===== src/rtl/fsm_seq_tx_if.sv =====
// rtl/fsm_seq_tx_if.sv - request/serial-line bundle for fsm_seq_tx
// Ports: start/pattern/len/tick (requester -> transmitter),
//        X/busy/done (transmitter -> requester).
// master: requester side; slave: transmitter side.
interface fsm_seq_tx_if #(
  parameter int WIDTH = 8
) ();
  localparam int LW = $clog2(WIDTH + 1);

  logic             start;
  logic [WIDTH-1:0] pattern;
  logic [LW-1:0]    len;
  logic             tick;
  logic             X;
  logic             busy;
  logic             done;

  modport master (output start, pattern, len, tick, input X, busy, done);
  modport slave  (input start, pattern, len, tick, output X, busy, done);
endinterface


===== src/rtl/fsm_seq_tx.sv =====
// rtl/fsm_seq_tx.sv - Moore serial sequence transmitter, MSB first, tick-paced
// Ports: clk (rising edge), reset (async, active-low),
//        bus.start/pattern/len/tick in, bus.X/busy/done out (all registered).
module fsm_seq_tx #(
  parameter int WIDTH = 8,
  parameter int GAP   = 2
) (
  input  logic         clk,
  input  logic         reset,
  fsm_seq_tx_if.slave  bus
);
  localparam int LW = $clog2(WIDTH + 1);
  localparam int GW = (GAP > 0) ? $clog2(GAP + 1) : 1;
  localparam logic [LW-1:0] WMAX = LW'(WIDTH);

  typedef enum logic [1:0] {
    S_IDLE = 2'd0,
    S_SEND = 2'd1,
    S_GAP  = 2'd2,
    S_DONE = 2'd3
  } state_t;

  state_t           state;
  logic [WIDTH-1:0] shreg;
  logic [LW-1:0]    cnt;
  logic [GW-1:0]    gcnt;
  logic             x_q, busy_q, done_q;

  logic [LW-1:0]    len_eff;
  logic [WIDTH-1:0] loaded;
  logic [WIDTH-1:0] shifted;

  // Left-align the captured pattern so the first bit always sits at the MSB.
  always_comb begin
    len_eff = (bus.len > WMAX) ? WMAX : bus.len;
    loaded  = bus.pattern << (WMAX - len_eff);
    shifted = shreg << 1;
  end

  // Outputs are assigned alongside the state they belong to, so they are
  // registered and always reflect the state entered on this edge.
  always_ff @(posedge clk or negedge reset) begin
    if (!reset) begin
      state  <= S_IDLE;
      shreg  <= '0;
      cnt    <= '0;
      gcnt   <= '0;
      x_q    <= 1'b0;
      busy_q <= 1'b0;
      done_q <= 1'b0;
    end else begin
      case (state)
        S_IDLE: begin
          x_q    <= 1'b0;
          busy_q <= 1'b0;
          done_q <= 1'b0;
          if (bus.start && (bus.len != '0)) begin
            shreg  <= loaded;
            cnt    <= len_eff;
            state  <= S_SEND;
            busy_q <= 1'b1;
            x_q    <= loaded[WIDTH-1];
          end
        end
        S_SEND: begin
          if (bus.tick) begin
            shreg <= shifted;
            if (cnt != '0) cnt <= cnt - LW'(1);
            if (cnt == LW'(1)) begin
              x_q <= 1'b0;
              if (GAP == 0) begin
                state  <= S_DONE;
                done_q <= 1'b1;
              end else begin
                state <= S_GAP;
                gcnt  <= GW'(GAP);
              end
            end else begin
              x_q <= shifted[WIDTH-1];
            end
          end
        end
        S_GAP: begin
          if (bus.tick) begin
            if (gcnt != '0) gcnt <= gcnt - GW'(1);
            if (gcnt == GW'(1)) begin
              state  <= S_DONE;
              done_q <= 1'b1;
            end
          end
        end
        S_DONE: begin
          state  <= S_IDLE;
          busy_q <= 1'b0;
          done_q <= 1'b0;
          x_q    <= 1'b0;
        end
        default: begin
          state  <= S_IDLE;
          busy_q <= 1'b0;
          done_q <= 1'b0;
          x_q    <= 1'b0;
        end
      endcase
    end
  end

  assign bus.X    = x_q;
  assign bus.busy = busy_q;
  assign bus.done = done_q;
endmodule


===== src/flat_wrapper.sv =====
// flat-port wrapper written by rule: the top's interface ports become plain ports
module fsm_seq_tx_flat 
#(
  parameter int WIDTH = 8,
  parameter int GAP   = 2
)
  (clk, reset, bus_start, bus_pattern, bus_len, bus_tick, bus_X, bus_busy, bus_done);
  fsm_seq_tx_if #(.WIDTH(WIDTH)) bus_i ();
  input  logic clk;
  input  logic reset;
  input wire logic [$bits(bus_i.start)-1:0] bus_start;
  input wire logic [$bits(bus_i.pattern)-1:0] bus_pattern;
  input wire logic [$bits(bus_i.len)-1:0] bus_len;
  input wire logic [$bits(bus_i.tick)-1:0] bus_tick;
  output wire logic [$bits(bus_i.X)-1:0] bus_X;
  output wire logic [$bits(bus_i.busy)-1:0] bus_busy;
  output wire logic [$bits(bus_i.done)-1:0] bus_done;
  assign bus_i.start = bus_start;
  assign bus_i.pattern = bus_pattern;
  assign bus_i.len = bus_len;
  assign bus_i.tick = bus_tick;
  assign bus_X = bus_i.X;
  assign bus_busy = bus_i.busy;
  assign bus_done = bus_i.done;
  fsm_seq_tx #(.WIDTH(WIDTH), .GAP(GAP)) u_core (.clk(clk), .reset(reset), .bus(bus_i));
endmodule

===== config.mk =====
export PLATFORM = sky130hd
export DESIGN_NAME = fsm_seq_tx_flat
export DESIGN_NICKNAME = d
export VERILOG_FILES = /design/src/rtl/fsm_seq_tx_if.sv /design/src/rtl/fsm_seq_tx.sv /design/src/flat_wrapper.sv
export SDC_FILE = /design/constraint.sdc
export NUM_CORES = 1
export LEC_CHECK = 0
export CORE_MARGIN = 1.5
export CORE_UTILIZATION = 30
export CTS_CLUSTER_SIZE = 8
export DETAILED_ROUTE_END_ITERATION = 6
export DONT_BUFFER_PORTS = 1
export GPL_TIMING_DRIVEN = 0
export PLACE_DENSITY = 0.51
export SETUP_SLACK_MARGIN = 0.1
export SLEW_MARGIN = 15
export SYNTH_ARGS = -nofsm -noshare
export SYNTH_HDL_FRONTEND = slang
export SYNTH_SLANG_ARGS = --single-unit

===== constraint.sdc =====
create_clock -name clk -period 2.3 [get_ports clk]
set_input_delay 0.46 -clock clk [delete_from_list [all_inputs] [get_ports clk]]
set_output_delay 0.46 -clock clk [all_outputs]
set_load 0.05 [all_outputs]

### After elaboration in Yosys (flattened, before gate mapping)

Index checks and enable logic that the tools add are counted.

| word-level totals | value |
|---|---|
| flip-flop bits (word level) | 18 |
| bits in latches | 0 |
| memory bits (writable) | 0 |
| ROM bits | 0 |
| bits of input ports | 16 |
| memories | 0 |

| cells by class | value |
|---|---|
| $add $sub $neg | 3 |
| $mul | 0 |
| divide/modulo/power cells | 0 |
| magnitude comparators | 1 |
| eq/ne operators | 12 |
| shift-type cells | 1 |
| mux-type cells | 26 |
| bitwise gates (word level) | 0 |
| reduce and logical (&&, ||, !) cells | 17 |

Operators with widths:

| operator | count |
|---|---|
| $mux 4 | 4 |
| $mux 2 | 7 |
| $mux 7 | 2 |
| $pmux 7 s2 | 1 |
| $ne 2x1->1 const B | 5 |
| $reduce_and 5->1 | 2 |
| $reduce_bool 2->1 | 5 |
| $pmux 2 s4 | 1 |
| $pmux 4 s2 | 1 |
| $reduce_bool 4->1 | 2 |
| $shl 8x4->8 | 1 |
| $mux 1 | 6 |
| $reduce_and 3->1 | 2 |
| $eq 2x1->1 const B | 2 |
| $eq 2x2->1 const B | 2 |
| $eq 4x1->1 const B | 1 |
| $gt 4x4->1 const B | 1 |
| $ne 2x2->1 const B | 2 |
| $pmux 1 s2 | 2 |
| $pmux 2 s2 | 1 |
| $reduce_and 4->1 | 1 |
| $sub 4x1->4 const B | 1 |
| $sub 4x4->4 const A | 1 |
| $pmux 1 s3 | 1 |
| 6 further kinds | 6 |

### Logic depth before layout (Yosys ltp)

Gate-level depths: netlist of the first run.

| logic depth | value |
|---|---|
| word-level depth | 6 |
| depth in mapped cells | 10 |
| gate-level depth less buffers | 8 |

### Worst setup path after synthesis of the first run

Ideal clock, no wire load.

| timing path | value |
|---|---|
| path kind | input -> register |
| start | in bus_len[0] |
| end | reg u_core.x_q, in the netlist u_core.bus.X |
| library setup time | 82 ps |
| data arrival time | 2150 ps |
| data required time | 2218 ps |
| setup slack | 69 ps |
| stages | 9 |
| cell sequence | nor2b_2 > buf_6 > inv_1 > ha_1 > buf_1 > mux4_1 > mux2i_1 > or4_1 > a31oi_1 |

| between the ends | value |
|---|---|
| longest elaborated chain between the ends | 6 |

Ends and longest elaborated chain:

| element | RTL line | text |
|---|---|---|
| start, declared | flat_wrapper.sv:13 | `input wire logic [$bits(bus_i.len)-1:0] bus_len;` |
| $gt 4x4->1 | fsm_seq_tx.sv:35 | `len_eff = (bus.len > WMAX) ? WMAX : bus.len;` |
| $mux 4 | fsm_seq_tx.sv:35 |  |
| $sub 4x4->4 | fsm_seq_tx.sv:36 | `loaded = bus.pattern << (WMAX - len_eff);` |
| $shl 8x4->8 | fsm_seq_tx.sv:36 |  |
| $mux 1 * | fsm_seq_tx.sv:57 | `if (bus.start && (bus.len != '0)) begin` |
| $pmux 1 s3 * | fsm_seq_tx.sv:52 | `case (state)` |
| end signal, assigned | fsm_seq_tx.sv:62 | `x_q <= loaded[WIDTH-1];` |
| end signal, assigned | fsm_seq_tx.sv:79 | `x_q <= shifted[WIDTH-1];` |
| end, declared | fsm_seq_tx.sv:27 | `logic x_q, busy_q, done_q;` |

Mark *: on every way between the ends. The rest lies on a longest branch, timed or not.
A chain may end at the register's enable or synchronous reset.

### Worst setup path in the final report of the first run

Ends and elaborated chain as after synthesis.

==> results.json, run 1 <==
{
  "hold_viol_final": 0,
  "floorplan.die.width_um": 69.8,
  "die_area_mm2": 0.00488,
  "cp_max_fo": 10,
  "min_period_ns": 2.04,
  "dp_worst_setup_slack_ns": -0.0764,
  "finalSetupViolCount": 0,
  "r2r_cells": 6,
  "power_density_mw_per_mm2": 1290,
  "p_sw_frac": 0.446,
  "ys.flop_type": "dfrtp_1",
  "grt_max_degree": 19,
  "synth.mux.area_fraction": 0.148,
  "grt_use_met3": 0.0291,
  "grt_usage": 0.123,
  "grt_pass1_vias": 1036,
  "cp.required_ns": 2.48,
  "drc": 0,
  "yosysWarnings": 0,
  "hold_depth": 2,
  "grt-ovfl-total": 0,
  "holdPathEnd": "u_core.gcnt[1]",
  "worstSetupStartpointType": "primary input",
  "synth-seq-cells": 18,
  "rows": 24,
  "finalCritPeriodShare": 0.888,
  "drive_gt1_frac": 0.114,
  "critPathMaxStageDelay_ns": 0.40,
  "cp_slowest_cell": "or4_1",
  "slew_headroom": 0.433,
  "routedWlPerCell_um": 13.9,
  "seqPwrFrac": 0.361,
  "synth_nets": 172,
  "grt_pass1_wl_mm": 4.75,
  "maxCapViolCount": 0,
  "cts-root-buf": "clkbuf_8",
  "cts_setup_buffers": 0,
  "rr_endpoint": "u_core.state[1]",
  "insertedDiodeCount": 0,
  "power_switching_mw": 0.848,
  "p_leak_nw": 0.648,
  "synth-simple-area-share": 0.158,
  "synth-edff-count": 0,
  "insertion_delay_ns": 0.26,
  "grt_setup_unrepaired": "false",
  "min_path_type": "in -> reg",
  "pwr-share-clk": 0.139,
  "synth_compound_area_frac": 0.172,
  "cts_buffer_depth": 2,
  "port_buffers": 0,
  "postLayoutCellArea_mm2": 0.00148,
  "reg2reg_from": "u_core.state[1]",
  "vias": 1059,
  "layout.nets": 178,
  "dieHeight_um": 69.8,
  "combPwrFrac": 0.499,
  "postRouteWirelength_mm": 2.79,
  "synth-xor-area-share": 0.0205,
  "critical_path_class": "in -> reg",
  "fp.coreArea_mm2": 0.00432,
  "cts_tree": "built",
  "yosys.cell_types.count": 39,
  "use_met1": 0.167,
  "clock_skew_ns": 0.00151,
  "placed_area_mm2": 0.00141,
  "async_reset_ff_frac": 1.00,
  "yosys.area_share.adder": 0.112,
  "hpwl_mm": 2.20,
  "viasPerCell": 5.27,
  "dp.cells": 196,
  "grt_util_met2": 0.183,
  "ir_worst_vdd_uv": 298,
  "h-tree-depth": 1,
  "crit_chain": "nor2b_4, buf_6, inv_1, ha_1, buf_2, mux4_2, mux2i_1, or4_1, a31oi_1",
  "reg2reg_slack_ns": 0.39,
  "syn_area_mm2": 0.00134,
  "hold_start": "bus_tick",
  "areaGrowthSynthToFinish_pct": 10.3,
  "busiest_layer": "met2",
  "start_util": 0.310,
  "cts.reportedPaths.clkPinSlew_ns": 0.07,
  "setup_ws_ns": 0.257,
  "worstMarginPinSlew_ns": 0.847,
  "cts_sinks": 18,
  "antenna_found_initial": 0,
  "ys_seq_area_frac": 0.336,
  "achievable-frequency_mhz": 489,
  "p_int_mw": 1.05,
  "cts_made_buffers": 3,
  "synth_area_per_cell_um2": 9.31,
  "cp.arrival_ns": 2.23,
  "drt_iter0_drc": 42,
  "synth_top_family_by_area": "compound AO/OA/AOI/OAI gates",
  "globalplace.congestion": 0.826,
  "stdcell_count": 201,
  "synth_cells": 144,
  "io_pins": 19,
  "dr.pass1.iters": 4,
  "outcome": "completed",
  "end_kind": "register",
  "ant_nets": 0,
  "final_max_slew_viol_count": 0
}
==> placed cells by master (no fill, tap or decap), types with 2 or more instances in the layout <==
| master | count |
|---|---|
| a22oi_1 | 3 |
| buf_2 | 2 |
| nand2b_1 | 2 |
| inv_1 | 12 |
| dfrtp_1 | 18 |
| nor2_1 | 15 |
| nand3_1 | 5 |
| a21oi_1 | 11 |
| clkbuf_8 | 4 |
| nor2b_1 | 2 |
| mux4_2 | 2 |
| nand2_1 | 11 |
| a31oi_1 | 3 |
| ha_1 | 12 |
| o221ai_1 | 2 |
| a211oi_1 | 2 |
| nor4_1 | 2 |
| o21ai_0 | 5 |
| mux2i_1 | 10 |
| mux2_2 | 2 |
| nor3_1 | 3 |
==> power groups by stage <==
stage	combinational, mW	sequential, mW	clock, mW
finish	0.949	0.686	0.265
global route	1.08	0.708	0.294
CTS	0.950	0.686	0.277
detailed placement	0.935	0.694	0
global placement	0.912	0.686	0
floorplan	0.777	0.663	0
==> cells in the mapped netlist, drive strengths merged, types with 5 or more instances <==
| cell | n | area, um^2 |
|---|---|---|
| o21ai | 5 | 25.0 |
| dfrtp | 18 | 450 |
| mux2i | 10 | 100 |
| a21oi | 12 | 60.1 |
| nand2 | 11 | 41.3 |
| nand3 | 5 | 25.0 |
| inv | 12 | 45.0 |
| nor2 | 15 | 56.3 |
| ha | 12 | 150 |
==> flip-flops by register name, indices dropped and copies added, names as in the netlist <==
register and count:
u_core.shreg 7, u_core.cnt 4, u_core.gcnt 2, u_core.state 2, u_core.bus.X 1, u_core.bus.busy 1, u_core.bus.done 1
==> critical path, delay by kind of cell <==
family	cells	cell delay (ns)
adders and majority gates	1	0.29
buffers and inverters	3	0.42
and+or+nand+nor	2	0.55
AOI/OAI and AO/OA	1	0.14
muxes	2	0.36
==> metal layers <==
metal | vias to the layer above | part of all wire
met5 | - | 0
met4 | 0 | 0.023
met3 | 5 | 0.042
met2 | 24 | 0.44
met1 | 503 | 0.49
li1 | 527 | -
==> what timing repair did <==
action | 4_1_cts | 5_1_grt
hold buffers | 1 | 0
setup endpoints to repair | 0 | 9
resized for setup | 0 | 5
endpoints found under the hold margin | 18 | 0
==> layout make-up <==
cell class,instances,area [um^2]
Multi-Input combinational cell,109,822
Inverter,12,45.0
Timing Repair Buffer,1,10.0
Buffer,5,30.0
Fill cell,478,2850
Tap cell,52,65.1
Sequential cell,18,450
Clock buffer,4,55.1
==> worst max path at each step <==
| stage | start | end | slack (ns) | cells past startpoint |
|---|---|---|---|---|
| floorplan | bus_len[0] | u_core.bus.X | 0.15 | 9 |
| global placement | bus_len[0] | u_core.bus.X | -0.04 | 9 |
| detailed placement | bus_len[0] | u_core.bus.X | -0.08 | 9 |
| CTS | u_core.state[1] | u_core.shreg[0] | 0.16 | 8 |
| global route | bus_len[0] | u_core.bus.X | 0.12 | 9 |
| finish | bus_len[0] | u_core.bus.X | 0.26 | 9 |
==> through the flow <==
stage	hold slack (ns)	setup TNS (ns)	utilization	power [mW]
2_1_floorplan	0.164	0	-	1.44
3_3_place_gp	0.165	-0.0436	0.325	1.60
3_5_place_dp	0.165	-0.0764	0.325	1.63
4_1_cts	0.431	0	0.340	1.91
5_1_grt	0.439	0	0.342	2.09
6_report	0.438	0	0.342	1.90
==> logic make-up after synthesis <==
kind of cell    Yosys count
compound gates           36
simple gates             45
mux                      15
flops                    18
xor+xnor                  1
fa+ha+maj                12
buf+inv                  17
Note: power is estimated with default switching activity, not from simulation.
==> inputs of run 2 (changes only) <==
Settings changed: SETUP_SLACK_MARGIN 0.1 to 0.3.
==> run 2 against run 1 <==
  * Cell count grew 0.50%
  * Fmax grew 8.1%
  * Via count fell by 0.28%
  * Global-route usage up 0.55 points
  * Power grew 1.6%
  * Critical endpoint unchanged
  * Largest cell class unchanged
==> results.json, run 2 (synthesis results as in run 1) <==
{
  "drc": 0,
  "cts_made_buffers": 3,
  "layout.nets": 179,
  "grt_pass1_wl_mm": 5.10,
  "min_period_ns": 1.89,
  "critical_path_class": "in -> reg",
  "outcome": "completed",
  "drt_iter0_drc": 36,
  "dieHeight_um": 69.8,
  "globalplace.congestion": 0.796,
  "vias": 1056,
  "achievable-frequency_mhz": 529,
  "slew_headroom": 0.454,
  "antenna_found_initial": 0,
  "hpwl_mm": 2.28,
  "clock_skew_ns": 0.00106,
  "largest_register_ffs": 7,
  "cts.reportedPaths.clkPinSlew_ns": 0.07,
  "cts-root-buf": "clkbuf_8",
  "hold_depth": 2,
  "ir_worst_vdd_uv": 331,
  "rows": 24,
  "dr.pass1.iters": 4,
  "worstMarginPinSlew_ns": 0.817,
  "final_common_cell": "dfrtp_1",
  "io_pins": 19,
  "start_util": 0.310,
  "stdcell_count": 202,
  "die_area_mm2": 0.00488,
  "cp_max_fo": 8,
  "hold_viol_final": 0,
  "final_cell_mix": "dfrtp_1, nor2_1",
  "p_total_mw": 1.93,
  "grt-ovfl-total": 0,
  "placed_area_mm2": 0.00143,
  "insertion_delay_ns": 0.25,
  "cts_tree": "built",
  "areaGrowthSynthToFinish_pct": 13.6,
  "largest_register": "u_core.shreg",
  "cts_buffer_depth": 2,
  "cp.required_ns": 2.47,
  "postLayoutCellArea_mm2": 0.00152,
  "final_max_slew_viol_count": 0,
  "cp.arrival_ns": 2.06,
  "finalCritPeriodShare": 0.822,
  "ant_nets": 0,
  "floorplan.die.width_um": 69.8,
  "p_leak_nw": 0.661,
  "tns_ns": 0,
  "insertedDiodeCount": 0,
  "h-tree-depth": 1,
  "viasPerCell": 5.23,
  "grt_usage": 0.129,
  "grt_pass1_vias": 1147,
  "routedWlPerCell_um": 14.1,
  "drive_gt1_frac": 0.140,
  "cts_sinks": 18,
  "grt_setup_unrepaired": "false",
  "maxCapViolCount": 0,
  "min_path_type": "in -> reg",
  "largestRegisters": "u_core.shreg (7), u_core.cnt (4)",
  "end_kind": "register",
  "port_buffers": 0,
  "fp.coreArea_mm2": 0.00432,
  "power_density_mw_per_mm2": 1270,
  "r2r_cells": 8,
  "dp.cells": 196,
  "postRouteWirelength_mm": 2.85,
  "grt_max_degree": 19,
  "worstSetupStartpointType": "primary input",
  "finalSetupViolCount": 0
}
## run 2: report_power, final
part           internal (mW)  leakage (nW)  switching, mW
Sequential             0.485         0.214          0.207
Combinational          0.427         0.418          0.551
Clock                  0.152        0.0288          0.108
Total                   1.06         0.661          0.866
## run 2: metal layers
metal,vias to the layer above,share of wire,global-route usage
li1,528,-,-
met1,504,0.48,0.169
met2,22,0.47,0.213
met3,2,0.047,0.0276
met4,0,0.0067,0.0385
met5,-,0,0
## run 2: cell type report
type	count	area, um^2
timing repair buffer	2	17.5
tap	52	65.1
fill	459	2800
multi-input combinational	109	842
inverter	12	50.0
buffer	5	42.5
clock buffer	4	55.1
sequential	18	450
## run 2: worst max-delay path, stage by stage
cell	delay, ns
nor2b_4	0.16
buf_8	0.12
inv_6	0.04
ha_4	0.22
buf_6	0.13
mux4_2	0.24
mux2i_1	0.09
or4_1	0.41
a31oi_1	0.18
## run 2: timing repair
action                     in CTS  in global routing
resized for setup               2                  4
setup endpoints to repair       9                  9
setup buffers                   0                  1
hold endpoints to repair       18                  0
hold buffers                    1                  0
## run 2: metrics by stage
step | setup WS (ns) | hold slack [ns] | utilization
after floorplan | 0.261 | 0.164 | -
after global placement | 0.108 | 0.165 | 0.331
after detailed placement | 0.0677 | 0.165 | 0.331
after CTS | 0.335 | 0.432 | 0.347
after global routing | 0.306 | 0.392 | 0.352
final | 0.409 | 0.388 | 0.352
## run 2: final timing paths
check | start | to | slack, ns
hold / removal | bus_start | u_core.bus.busy | 0.39
setup / recovery | bus_len[0] | u_core.bus.X | 0.41
max in group asynchronous | reset | u_core.shreg[6] | 1.05
setup reg to reg | u_core.state[1] | u_core.cnt[0] | 0.43
hold reg to reg | u_core.gcnt[0] | u_core.gcnt[0] | 0.53
min in group asynchronous | reset | u_core.gcnt[1] | 0.74
